`config.mk`:
```
export PLATFORM = sky130hd
export DESIGN_NAME = mem_access_ctrl_flat
export DESIGN_NICKNAME = d
export VERILOG_FILES = /design/src/rtl/mem_access_ctrl_pkg.sv /design/src/rtl/mem_access_ctrl_if.sv /design/src/rtl/mem_access_ctrl_timeout_cnt.sv /design/src/rtl/mem_access_ctrl.sv /design/src/flat_wrapper.sv
export SDC_FILE = /design/constraint.sdc
export NUM_CORES = 1
export LEC_CHECK = 0
export ABC_AREA = 1
export CAP_MARGIN = 20
export CORE_MARGIN = 1
export CORE_UTILIZATION = 40
export DETAILED_ROUTE_END_ITERATION = 7
export PLACE_DENSITY_LB_ADDON = 0.2
export REMOVE_ABC_BUFFERS = 1
export SLEW_MARGIN = 40
export SYNTH_ARGS = -nofsm -noshare
export SYNTH_HDL_FRONTEND = slang
export SYNTH_HIERARCHICAL = 1
export SYNTH_SLANG_ARGS = --single-unit
```
`constraint.sdc`:
```
create_clock -name clk -period 1.96 [get_ports clk]
set_input_delay 0.196 -clock clk [delete_from_list [all_inputs] [get_ports clk]]
set_output_delay 0.196 -clock clk [all_outputs]
set_load 0.05 [all_outputs]
```
`src/rtl/mem_access_ctrl_pkg.sv`:
```
// Shared definitions for the memory-stage access controller: state encodings
// and datapath/counter widths.
package mem_ctrl_pkg;

  localparam int unsigned WORD_W = 16;
  localparam int unsigned CNT_W  = 8;

  typedef enum logic [2:0] {
    ST_IDLE   = 3'd0,
    ST_REQ    = 3'd1,
    ST_WAIT   = 3'd2,
    ST_DONE   = 3'd3,
    ST_HALTED = 3'd4,
    ST_ERR    = 3'd5
  } state_e;

endpackage

```
`src/rtl/mem_access_ctrl_if.sv`:
```
// Pipeline-side strobes plus the request/stall/done bus to data memory.
// master = the access controller, slave = the surrounding pipeline and memory.
interface mem_access_ctrl_if;
  import mem_ctrl_pkg::*;

  logic              e_mem;
  logic              wr_mem;
  logic              halt;
  logic [WORD_W-1:0] addr;
  logic [WORD_W-1:0] wr_data;
  logic              mem_stall;
  logic              mem_done;
  logic [WORD_W-1:0] mem_rdata;
  logic              mem_en;
  logic              mem_wr;
  logic [WORD_W-1:0] mem_addr;
  logic [WORD_W-1:0] mem_wdata;
  logic              stall_out;
  logic [WORD_W-1:0] rd_data;
  logic              rd_valid;
  logic              createdump;
  logic              err;

  modport master (
    input  e_mem, wr_mem, halt, addr, wr_data, mem_stall, mem_done, mem_rdata,
    output mem_en, mem_wr, mem_addr, mem_wdata, stall_out, rd_data, rd_valid,
           createdump, err
  );

  modport slave (
    output e_mem, wr_mem, halt, addr, wr_data, mem_stall, mem_done, mem_rdata,
    input  mem_en, mem_wr, mem_addr, mem_wdata, stall_out, rd_data, rd_valid,
           createdump, err
  );

endinterface

```
`src/rtl/mem_access_ctrl_timeout_cnt.sv`:
```
// Clearable saturating outstanding-cycle counter; expire_o flags the cycle in
// which the count would reach TIMEOUT_CYCLES.
module mem_timeout_cnt
  import mem_ctrl_pkg::*;
#(
  parameter int unsigned TIMEOUT_CYCLES = 64
) (
  input  logic clk,
  input  logic rst,
  input  logic clr_i,
  input  logic en_i,
  output logic expire_o
);

  localparam logic [CNT_W-1:0] CNT_ONE = CNT_W'(1);
  localparam logic [CNT_W-1:0] CNT_MAX = {CNT_W{1'b1}};
  localparam logic [CNT_W:0]   LIMIT   = (CNT_W + 1)'(TIMEOUT_CYCLES);

  logic [CNT_W-1:0] cnt_q;

  always_ff @(posedge clk) begin
    if (rst) begin
      cnt_q <= '0;
    end else if (clr_i) begin
      cnt_q <= '0;
    end else if (en_i && (cnt_q != CNT_MAX)) begin
      cnt_q <= cnt_q + CNT_ONE;
    end else begin
      cnt_q <= cnt_q;
    end
  end

  // A clear means the access just made progress, so it never expires that cycle.
  assign expire_o = en_i && !clr_i && (({1'b0, cnt_q} + {{CNT_W{1'b0}}, 1'b1}) == LIMIT);

endmodule

```
`src/rtl/mem_access_ctrl.sv`:
```
// Memory-stage access controller: issues requests, stalls the pipeline while an
// access is outstanding, returns load data. Optional macro MEM_ALIGN_CHECK_EN.
module mem_access_ctrl
  import mem_ctrl_pkg::*;
#(
  parameter int unsigned TIMEOUT_CYCLES = 64
) (
  input  logic              clk,
  input  logic              rst,
  mem_access_ctrl_if.master bus
);

  state_e            state_q;
  logic [WORD_W-1:0] addr_q;
  logic [WORD_W-1:0] wdata_q;
  logic [WORD_W-1:0] rd_data_q;
  logic              wr_q;
  logic              rd_valid_q;
  logic              createdump_q;
  logic              err_q;

  logic misalign;
  logic idle_req;
  logic idle_issue;
  logic req_accept;
  logic cnt_en;
  logic cnt_clr;
  logic expire;

`ifdef MEM_ALIGN_CHECK_EN
  assign misalign = bus.addr[0];
`else
  assign misalign = 1'b0;
`endif

  assign idle_req   = (state_q == ST_IDLE) && bus.e_mem && !bus.halt;
  assign idle_issue = idle_req && !misalign;
  assign req_accept = (state_q == ST_REQ) && !bus.mem_stall;
  assign cnt_en     = (state_q == ST_REQ) || (state_q == ST_WAIT);
  assign cnt_clr    = idle_issue || req_accept;

  mem_timeout_cnt #(.TIMEOUT_CYCLES(TIMEOUT_CYCLES)) u_timeout (
    .clk      (clk),
    .rst      (rst),
    .clr_i    (cnt_clr),
    .en_i     (cnt_en),
    .expire_o (expire)
  );

  // The first request cycle comes straight from the live inputs; later ones replay the registers.
  always_comb begin
    bus.mem_en    = 1'b0;
    bus.mem_wr    = wr_q;
    bus.mem_addr  = addr_q;
    bus.mem_wdata = wdata_q;
    bus.stall_out = 1'b0;
    case (state_q)
      ST_IDLE: begin
        bus.stall_out = bus.e_mem | bus.halt;
        if (idle_issue) begin
          bus.mem_en    = 1'b1;
          bus.mem_wr    = bus.wr_mem;
          bus.mem_addr  = bus.addr;
          bus.mem_wdata = bus.wr_data;
        end else begin
          bus.mem_en = 1'b0;
        end
      end
      ST_REQ: begin
        bus.mem_en    = 1'b1;
        bus.stall_out = 1'b1;
      end
      ST_WAIT, ST_HALTED, ST_ERR: bus.stall_out = 1'b1;
      ST_DONE:                    bus.stall_out = 1'b0;
      default:                    bus.stall_out = 1'b1;
    endcase
  end

  always_ff @(posedge clk) begin
    if (rst) begin
      state_q      <= ST_IDLE;
      addr_q       <= '0;
      wdata_q      <= '0;
      wr_q         <= 1'b0;
      rd_data_q    <= '0;
      rd_valid_q   <= 1'b0;
      createdump_q <= 1'b0;
      err_q        <= 1'b0;
    end else begin
      rd_valid_q   <= 1'b0;
      createdump_q <= 1'b0;
      case (state_q)
        ST_IDLE: begin
          if (bus.halt) begin
            state_q      <= ST_HALTED;
            createdump_q <= 1'b1;
          end else if (bus.e_mem && misalign) begin
            state_q <= ST_ERR;
            err_q   <= 1'b1;
          end else if (bus.e_mem) begin
            addr_q  <= bus.addr;
            wdata_q <= bus.wr_data;
            wr_q    <= bus.wr_mem;
            state_q <= bus.mem_stall ? ST_REQ : ST_WAIT;
          end else begin
            state_q <= ST_IDLE;
          end
        end
        ST_REQ: begin
          if (!bus.mem_stall) begin
            state_q <= ST_WAIT;
          end else if (expire) begin
            state_q <= ST_ERR;
            err_q   <= 1'b1;
          end else begin
            state_q <= ST_REQ;
          end
        end
        // A completion arriving on the expiry cycle still counts as success.
        ST_WAIT: begin
          if (bus.mem_done) begin
            if (!wr_q) begin
              rd_data_q <= bus.mem_rdata;
            end else begin
              rd_data_q <= rd_data_q;
            end
            rd_valid_q <= !wr_q;
            state_q    <= ST_DONE;
          end else if (expire) begin
            state_q <= ST_ERR;
            err_q   <= 1'b1;
          end else begin
            state_q <= ST_WAIT;
          end
        end
        ST_DONE:   state_q <= ST_IDLE;
        ST_HALTED: state_q <= ST_HALTED;
        ST_ERR:    state_q <= ST_ERR;
        default: begin
          state_q <= ST_ERR;
          err_q   <= 1'b1;
        end
      endcase
    end
  end

  assign bus.rd_data    = rd_data_q;
  assign bus.rd_valid   = rd_valid_q;
  assign bus.createdump = createdump_q;
  assign bus.err        = err_q;

endmodule

```
`src/flat_wrapper.sv`:
```
// flat-port wrapper written by rule: the top's interface ports become plain ports
module mem_access_ctrl_flat import mem_ctrl_pkg::*;
#(
  parameter int unsigned TIMEOUT_CYCLES = 64
)
  (clk, rst, bus_e_mem, bus_wr_mem, bus_halt, bus_addr, bus_wr_data, bus_mem_stall, bus_mem_done, bus_mem_rdata, bus_mem_en, bus_mem_wr, bus_mem_addr, bus_mem_wdata, bus_stall_out, bus_rd_data, bus_rd_valid, bus_createdump, bus_err);
  mem_access_ctrl_if bus_i ();
  input  logic clk;
  input  logic rst;
  input wire logic [$bits(bus_i.e_mem)-1:0] bus_e_mem;
  input wire logic [$bits(bus_i.wr_mem)-1:0] bus_wr_mem;
  input wire logic [$bits(bus_i.halt)-1:0] bus_halt;
  input wire logic [$bits(bus_i.addr)-1:0] bus_addr;
  input wire logic [$bits(bus_i.wr_data)-1:0] bus_wr_data;
  input wire logic [$bits(bus_i.mem_stall)-1:0] bus_mem_stall;
  input wire logic [$bits(bus_i.mem_done)-1:0] bus_mem_done;
  input wire logic [$bits(bus_i.mem_rdata)-1:0] bus_mem_rdata;
  output wire logic [$bits(bus_i.mem_en)-1:0] bus_mem_en;
  output wire logic [$bits(bus_i.mem_wr)-1:0] bus_mem_wr;
  output wire logic [$bits(bus_i.mem_addr)-1:0] bus_mem_addr;
  output wire logic [$bits(bus_i.mem_wdata)-1:0] bus_mem_wdata;
  output wire logic [$bits(bus_i.stall_out)-1:0] bus_stall_out;
  output wire logic [$bits(bus_i.rd_data)-1:0] bus_rd_data;
  output wire logic [$bits(bus_i.rd_valid)-1:0] bus_rd_valid;
  output wire logic [$bits(bus_i.createdump)-1:0] bus_createdump;
  output wire logic [$bits(bus_i.err)-1:0] bus_err;
  assign bus_i.e_mem = bus_e_mem;
  assign bus_i.wr_mem = bus_wr_mem;
  assign bus_i.halt = bus_halt;
  assign bus_i.addr = bus_addr;
  assign bus_i.wr_data = bus_wr_data;
  assign bus_i.mem_stall = bus_mem_stall;
  assign bus_i.mem_done = bus_mem_done;
  assign bus_i.mem_rdata = bus_mem_rdata;
  assign bus_mem_en = bus_i.mem_en;
  assign bus_mem_wr = bus_i.mem_wr;
  assign bus_mem_addr = bus_i.mem_addr;
  assign bus_mem_wdata = bus_i.mem_wdata;
  assign bus_stall_out = bus_i.stall_out;
  assign bus_rd_data = bus_i.rd_data;
  assign bus_rd_valid = bus_i.rd_valid;
  assign bus_createdump = bus_i.createdump;
  assign bus_err = bus_i.err;
  mem_access_ctrl #(.TIMEOUT_CYCLES(TIMEOUT_CYCLES)) u_core (.clk(clk), .rst(rst), .bus(bus_i));
endmodule
```
# After elaboration in Yosys (flattened, before gate mapping)
# Index checks and enable logic that the tools add are counted.
# op_classes
mux	22
n_bitwise	7
eq_ne	9
addsub	2
n_reduce_logical	20
# op_table
op	count
$mux W16	4
$mux W3	6
$pmux W3 S5	1
$add A8 B1 Y9 const B	1
$eq A9 B7 Y1 const B	1
$reduce_and A3 Y1	3
$add A8 B1 Y8 const B	1
$ne A8 B8 Y1 const B	1
$mux W1	7
$eq A3 B2 Y1 const B	2
$eq A3 B3 Y1 const B	2
$logic_and A1 B1 Y1	6
$not A1 Y1	6
$logic_not A1 Y1	4
$ne A2 B2 Y1 const B	2
$pmux W1 S2	2
$reduce_or A2 Y1	2
$reduce_or A4 Y1	1
$eq A3 B1 Y1 const B	1
$logic_not A3 Y1	1
$pmux W1 S3	1
$reduce_or A3 Y1	1
$logic_or A1 B1 Y1	2
$mux W2	1
$or A1 B1 Y1	1
# word_totals
out_inout_bits	54
inputBits	55
reg_bits	63

# Depth between registers and ports, before layout
# depth
word_depth	10
mapped_depth	17
depth_no_buf	16

# By module
# The synthesis kept the hierarchy.
# modules_own_cells
mod	cells_per_inst	seq_area_each_um2	area_each_um2	n_inst
mem_access_ctrl	331	1101.1	2452.4	1
mem_timeout_cnt	78	160.2	518.0	1

# Worst setup path after synthesis
# OpenSTA, ideal clock, no wires.
# synth_timing
path_kind	register -> register
startpoint	register u_core.state_q[0]
endpoint	register u_core.state_q[1]
required_ns	1.827
stages_incl_launch_ff	15
setup_time_ns	0.133
slack_ns	-0.120
arrival_time_ns	1.947
cell_sequence	dfxtp_1 inv_2 nand4_4 buf_2 o21ai_0 inv_2 nand2_1 nor2_1 nand3_1 nor2_1 nand2_1 nor2_1 inv_1 o21ai_0 a21oi_1
# synth_between
elab_chain_len	10
# synth_lines
element	line_no	source
start: declaration	mem_access_ctrl.sv:13	state_e state_q;
start signal: assignment	mem_access_ctrl.sv:104	state_q <= bus.mem_stall ? ST_REQ : ST_WAIT;
$logic_not A3 Y1	mem_access_ctrl.sv:36	assign idle_req = (state_q == ST_IDLE) && bus.e_mem && !bus.halt;
$logic_and A1 B1 Y1 (2 in a row)	mem_access_ctrl.sv:36	
$logic_or A1 B1 Y1 *	mem_access_ctrl.sv:40	assign cnt_clr = idle_issue || req_accept;
net u_core.cnt_clr	mem_access_ctrl.sv:27	logic cnt_clr;
$logic_not A1 Y1 *	mem_access_ctrl_timeout_cnt.sv:34	assign expire_o = en_i && !clr_i && (({1'b0, cnt_q} + {{CNT_W{1'b0}}, 1'b1}) == LIMIT);
$logic_and A1 B1 Y1 * (2 in a row)	mem_access_ctrl_timeout_cnt.sv:34	
net u_core.expire	mem_access_ctrl.sv:28	logic expire;
$mux W3 *	mem_access_ctrl.sv:129	end else if (expire) begin
$mux W3 *	mem_access_ctrl.sv:121	if (bus.mem_done) begin
$pmux W3 S5 *	mem_access_ctrl.sv:92	case (state_q)
# The timed path passes the listed nets; every way through them passes the cells marked *.
# A chain may end at the register's enable or synchronous reset.

# Worst setup path in the final report
# layout_timing
startpoint	register u_core.state_q[2]
endpoint	output bus_mem_wdata[13]
# layout_between
elab_chain_len	5
# layout_lines
element	line_no	source
$logic_not A3 Y1 *	mem_access_ctrl.sv:36, mem_access_ctrl.sv:57	
$logic_and A1 B1 Y1 (2 in a row)	mem_access_ctrl.sv:36	
$mux W16	mem_access_ctrl.sv:60	if (idle_issue) begin
$mux W16 *	mem_access_ctrl.sv:57	case (state_q)
end: declaration	flat_wrapper.sv:21	output wire logic [$bits(bus_i.mem_wdata)-1:0] bus_mem_wdata;
# Mark *: on every way between the ends. The rest lies on a longest branch, timed or not.

==> impl_metrics.toml <==
[pwr]
p_int_mw = 2.74
powerDensity_mw_per_mm2 = 904
pwr-share-clk_pct = 30.0
power.switching_mw = 1.47
p_comb_share_pct = 36.0
p_leak_nw = 2.15
ir_drop_v = 0.000474
power.share.switching_pct = 35.0
p_seq_share_pct = 34.0

[global_routing]
antenna_found_initial = 0
grt.total_usage_pct = 18.0
grt_pass1_wl_mm = 10.8
first_global_vias = 2464
grt_max_degree = 26
grt-ovfl-total = 0

[timing]
tightest_slew_ps = 546
final.setup.tns_ps = 0
fmax_ghz = 0.533
hold-worst-slack_ps = 326
fin_skew_ps = 7.12
period_minus_slack_ps = 1880
slew_headroom_pct = 63.6
setup_ws_ps = 84.4
setup_viol = 0
rsz0062_at_grt = "true"
final_hold_viol_count = 0
drv_slew = 0
post-route-period-util_pct = 95.7

[synthesis]
syn_area_mm2 = 0.00297
ys_ff_latch = 63
synth_common_cells = "inv_1 (81), nor2_1 (74), dfxtp_1 (63), nand2_1 (49), o21ai_0 (36)"
synth_cell_type_count = 29
ys.flop_type = "dfxtp_1"
postSynthCellCount = 409
yosys.area.top_type_share_pct = 42.5
synth-edff-count = 0
ys_warn_count = 6
ys_top_cells_by_area = "dfxtp_1 (42%), inv_1 (10%), nor2_1 (9.4%), nand2_1 (6.2%), o21ai_0 (6.1%)"
yosysSeqAreaShare_pct = 42.5
synth_most_common_cell = "inv_1"
synth_top_area_cell = "dfxtp_1"
synth_area_per_cell_um2 = 7.26
async_flop_share_pct = 0

[drt]
finalWirelength_mm = 6.86
top_layer_used = "met4"
met1_length_mm = 3.21
drt_iter0_drc = 100
ant_nets = 0
via_count = 2773
drtPass1Iterations = 4
wl_met2_mm = 3.04
viasPerCell = 4.43
drc = 0
wire_per_inst_um = 11.0
route.met3.wl_um = 495

[final_layout]
area_delta_synth_final_pct = 56.7
antennaDiodeCount = 0
final_area_mm2 = 0.00466
nets = 579
drive_gt1_share_pct = 27.7
fin_cells = 626

[run_status]
status = "complete, no violations"

[setup_path]
critical_path_required_ps = 1760
rr_endpoint = "u_core/state_q[1]$_SDFF_PP0_"
rrSetupSlack_ps = 170
max_stage_delay_ps = 340
reg2reg_depth = 11
critPathCaptureType = "output pin"
crit_slowest_cell = "dfxtp_2"
critPathKind = "flip-flop to output pin"
start_kind = "flip-flop"
crit_family = "buffers and inverters"
cp_max_fo = 20
path_cells = "nor2_4 > nand4_4 > buf_4 > buf_12 > nand2_2 > o21ai_4 > inv_1 > buf_12"
crit_buf_inv = 4
reg2reg_from = "u_core/u_timeout/cnt_q[0]$_SDFFE_PP0P_"
path_depth = 8
cpMostUsedCell = "buf_12"
arrival_ps = 1680

[cts]
tritoncts = "done"
clock-sinks = 63
clockBufferDepth = 2
cts_buffers = 9
cts_root_buf = "clkbuf_8"
path_clk_slew_ps = 70
ctsHtreeMaxLevel = 3
postCtsHoldBufs = 0
clk_latency_ps = 340

[die]
initial_core_util_pct = 41.2
die_h_um = 88.2
row_count = 31
design.core.area_mm2 = 0.00721
die_w_um = 88.2
ios = 109
die-area_mm2 = 0.00777

[worst_hold_path]
min_to = "u_core/wdata_q[5]$_SDFFE_PP0P_"
hold_path_class = "input pin to flip-flop"
holdPathStages = 2
min-delay-start = "rst"

[place]
post-place-ws_ps = -123
io_buffers = 108
dp_hpwl_mm = 4.79
dp_cells = 609
placed_cell_area_mm2 = 0.00426
gp_congestion = 0.821

[job]
maxCapViolations = 0
[cells in the final DEF, fill, tap and decap left out]
cell	synthesis	final
xor2_1	2	2
inv_1	81	78
clkinv_2	0	1
o21bai_1	1	1
bufinv_16	0	2
nor2_8	1	1
o21ai_4	0	11
clkinv_4	0	1
a21oi_1	4	4
o21ai_1	5	9
clkbuf_8	0	10
nor2_2	16	17
clkinvlp_4	0	1
clkdlybuf4s50_1	0	72
nand4_4	1	1
clkbuf_1	4	1
nand3_1	7	7
nand2_4	1	1
o21ai_0	36	23
inv_4	2	2
nand3_4	1	1
nor2_4	2	2
nand4_1	2	2
buf_12	0	17
dfxtp_2	0	4
o21ai_2	20	18
a21boi_1	1	1
buf_6	4	10
nand3_2	1	1
ha_2	0	1
buf_2	4	1
inv_2	4	7
nand2_1	49	48
ha_1	2	1
buf_4	0	16
nor2_1	74	73
dfxtp_1	63	59
nand2_2	19	20
[metrics by stage]
stage / util (%) / power [mW]
finish: 64.5 / 4.21
detailed placement: 59.0 / 2.88
global route: 64.5 / 4.42
floorplan: - / 2.30
global placement: 59.0 / 2.86
CTS: 62.2 / 4.17
[registers in the layout, summed over array words and instances (netlist names)]
register	count
u_core/addr_q	16
u_core/bus.rd_data	16
u_core/wdata_q	16
u_core/u_timeout/cnt_q	8
u_core/state_q	3
u_core/bus.createdump	1
u_core/bus.err	1
u_core/bus.rd_valid	1
u_core/wr_q	1
[area by class of cell]
class,count,area (µm²)
clock inverter,5,81.3
inverter,87,332
fill,665,2560
timing repair buffer,116,1300
clock buffer,11,141
tap,99,124
multi-input combinational,245,1410
sequential,63,1270
[what timing repair did]
action / 4_1_cts / 5_1_grt
pin swaps: 1 / 2
gates resized for setup: 11 / 42
setup buffers: 1 / 0
endpoints found under the setup margin: 12 / 36
cloned: 0 / 0
[power by group through the flow]
stage               combinational, mW  clock (mW)  sequential [mW]
floorplan                       0.792           0             1.50
global placement                 1.41           0             1.45
detailed placement               1.42           0             1.46
CTS                              1.44        1.30             1.43
global route                     1.62        1.36             1.44
finish                           1.52        1.26             1.43
[metal layers]
metal  vias to the layer above  global-route usage (%)
met1                      1233                    23.0
met4                         0                    7.18
met5                         -                       0
met2                        84                    27.6
met3                         9                    6.22
li1                       1447                       -
[worst max-delay path by stage]
stage | from | to | slack (ps)
6_report | u_core/state_q[2]$_SDFF_PP0_ | bus_mem_wdata[13] | 80
2_1_floorplan | u_core/state_q[2]$_SDFF_PP0_ | u_core/state_q[2]$_SDFF_PP0_ | -600
5_1_grt | u_core/u_timeout/cnt_q[1]$_SDFFE_PP0P_ | u_core/state_q[2]$_SDFF_PP0_ | -60
3_3_place_gp | bus_halt | u_core/state_q[2]$_SDFF_PP0_ | -40
4_1_cts | u_core/state_q[0]$_SDFF_PP0_ | bus_mem_addr[5] | 10
3_5_place_dp | bus_halt | u_core/state_q[1]$_SDFF_PP0_ | -120
[cell families after synthesis]
family,after synthesis,share of synthesized area (%)
buf+inv,101,14.2
simple gates,174,28.0
xor+xnor,2,0.590
compound gates,67,14.0
flops,63,42.5
fa+ha+maj,2,0.842
(Power assumes the default switching activity.)
==> patch (same settings) <==
`WORD_W`: 16 -> 20.
--- a/src/rtl/mem_access_ctrl_pkg.sv
+++ b/src/rtl/mem_access_ctrl_pkg.sv
@@ -2,7 +2,7 @@
 // and datapath/counter widths.
 package mem_ctrl_pkg;
 
-  localparam int unsigned WORD_W = 16;
+  localparam int unsigned WORD_W = 20;
   localparam int unsigned CNT_W  = 8;
 
   typedef enum logic [2:0] {
Interface: changed (6 resized); port bits go from 109 to 133. No check against the original RTL was run, so the function may have changed too.
==> patch against the unedited design <==
  * Design area rose by 30%
  * Global-route usage rose by 1.6 points
  * Area after synthesis rose by 20%
  * Sequential cell count rose by 12
  * Critical path depth fell by 1
  * Setup slack got worse by 0.0011 ns
  * Wire length rose by 35%
  * Power rose by 22%
==> patch: results (changes against the unedited design) <==
Critical path
  • Worst R2R Path Depth: 18 (was 11)
  • Worst R2R Setup Slack: 0.11 ns (was 0.17 ns)

Placed design
  • I/O Buffers: 132 (was 108)
  • Gpl congestion: 0.913 (was 0.821)
  • Post-DP Area: 5550 µm² (was 4260 µm²)
  • DPL Wire Length: 6120 µm (was 4790 µm)
  • Dpl cells: 731 (was 609)
  • Dpl ws: -0.200 ns (was -0.123 ns)

Routing
  • Vias: 3438 (was 2773)
  • DRT iter0 DRCs: 84 (was 100)
  • Via density: 4.54 (was 4.43)
  • DR WL/cell: 12.3 µm (was 11.0 µm)

Power and ir drop
  • Comb power frac: 0.428 (was 0.360)
  • Sw Share: 0.360 (was 0.350)
  • Leakage: 2.78 nW (was 2.15 nW)
  • IR drop worst, VDD: 0.000520 V (was 0.000474 V)
  • Power Combinational: 0.00220 W (was 0.00152 W)

Logic synthesis
  • Seq/Total Area, Yosys: 0.421 (was 0.425)
  • Cells after synthesis: 479 (was 409)
  • Post-synth cell types: 30 (was 29)

Timing
  • Worst hold slack: 0.193 ns (was 0.326 ns)
  • Fin Clk Skew: 0.0151 ns (was 0.00712 ns)
  • Max-Slew Margin vs Limit: 0.602 (was 0.636)

Global route
  • Number of global-route vias before repair: 3034 (was 2464)
  • Met3 Use GR: 0.0657 (was 0.0622)
  • Largest net degree at the start of global routing: 43 (was 26)
  • Overall routing resource usage: 0.195 (was 0.180)
  • GRT met2 Usage: 0.322 (was 0.276)

Clock tree
  • Postcts setup bufs: 3 (was 1)
  • Post-CTS resize count: 15 (was 11)

Final layout
  • Nets: 713 (was 579)
  • Layout cells sized above 1: 0.348 (was 0.277)

Outcome
  • Outcome: complete, no violations (unchanged)
[patch: changes by cell type after synthesis, sizes merged]
cell / unedited run / this run
dfxtp: 63 / 75
inv: 87 / 103
buf: 9 / 14
nand2: 69 / 77
nor2: 93 / 109
o21ai: 61 / 73
clkbuf: 5 / 6
[patch: kinds of logic (layout without fill, tap and decap cells)]
| logic type | count (synthesis) | count (layout) | share of synthesized area |
|---|---|---|---|
| fa+ha+maj | 2 | 2 | 0.00701 |
| flops | 75 | 75 | 0.421 |
| simple gates | 198 | 198 | 0.263 |
| buf+inv | 123 | 293 | 0.150 |
| xor+xnor | 2 | 2 | 0.00491 |
| compound gates | 79 | 79 | 0.154 |
[patch: worst max path at each step]
stage | startpoint | to | depth (start not counted) | slack, ns
after floorplan | u_core/state_q[2]$_SDFF_PP0_ | u_core/state_q[0]$_SDFF_PP0_ | 14 | -2.00
after global placement | bus_halt | bus_mem_wdata[11] | 9 | -0.13
after detailed placement | bus_halt | u_core/state_q[0]$_SDFF_PP0_ | 16 | -0.20
after CTS | u_core/state_q[1]$_SDFF_PP0_ | bus_mem_wdata[19] | 7 | 0.03
after global routing | u_core/state_q[1]$_SDFF_PP0_ | bus_mem_wr | 7 | -0.03
final | u_core/state_q[1]$_SDFF_PP0_ | bus_mem_wr | 7 | 0.08
[patch: per-layer routing]
| metal | routed length [µm] | vias up |
|---|---|---|
| li1 | - | 1759 |
| met1 | 4010 | 1554 |
| met2 | 4490 | 117 |
| met3 | 741 | 8 |
| met4 | 46 | 0 |
| met5 | 0 | - |
[patch: final cells by class]
cell class | instances | area, µm²
clock buffers | 10 | 138
flip-flops and latches | 75 | 1510
clock inverters | 6 | 70.1
well taps | 108 | 135
repair buffers | 174 | 2160
multi-input cells | 281 | 1630
inverters | 103 | 389
fillers | 698 | 2640
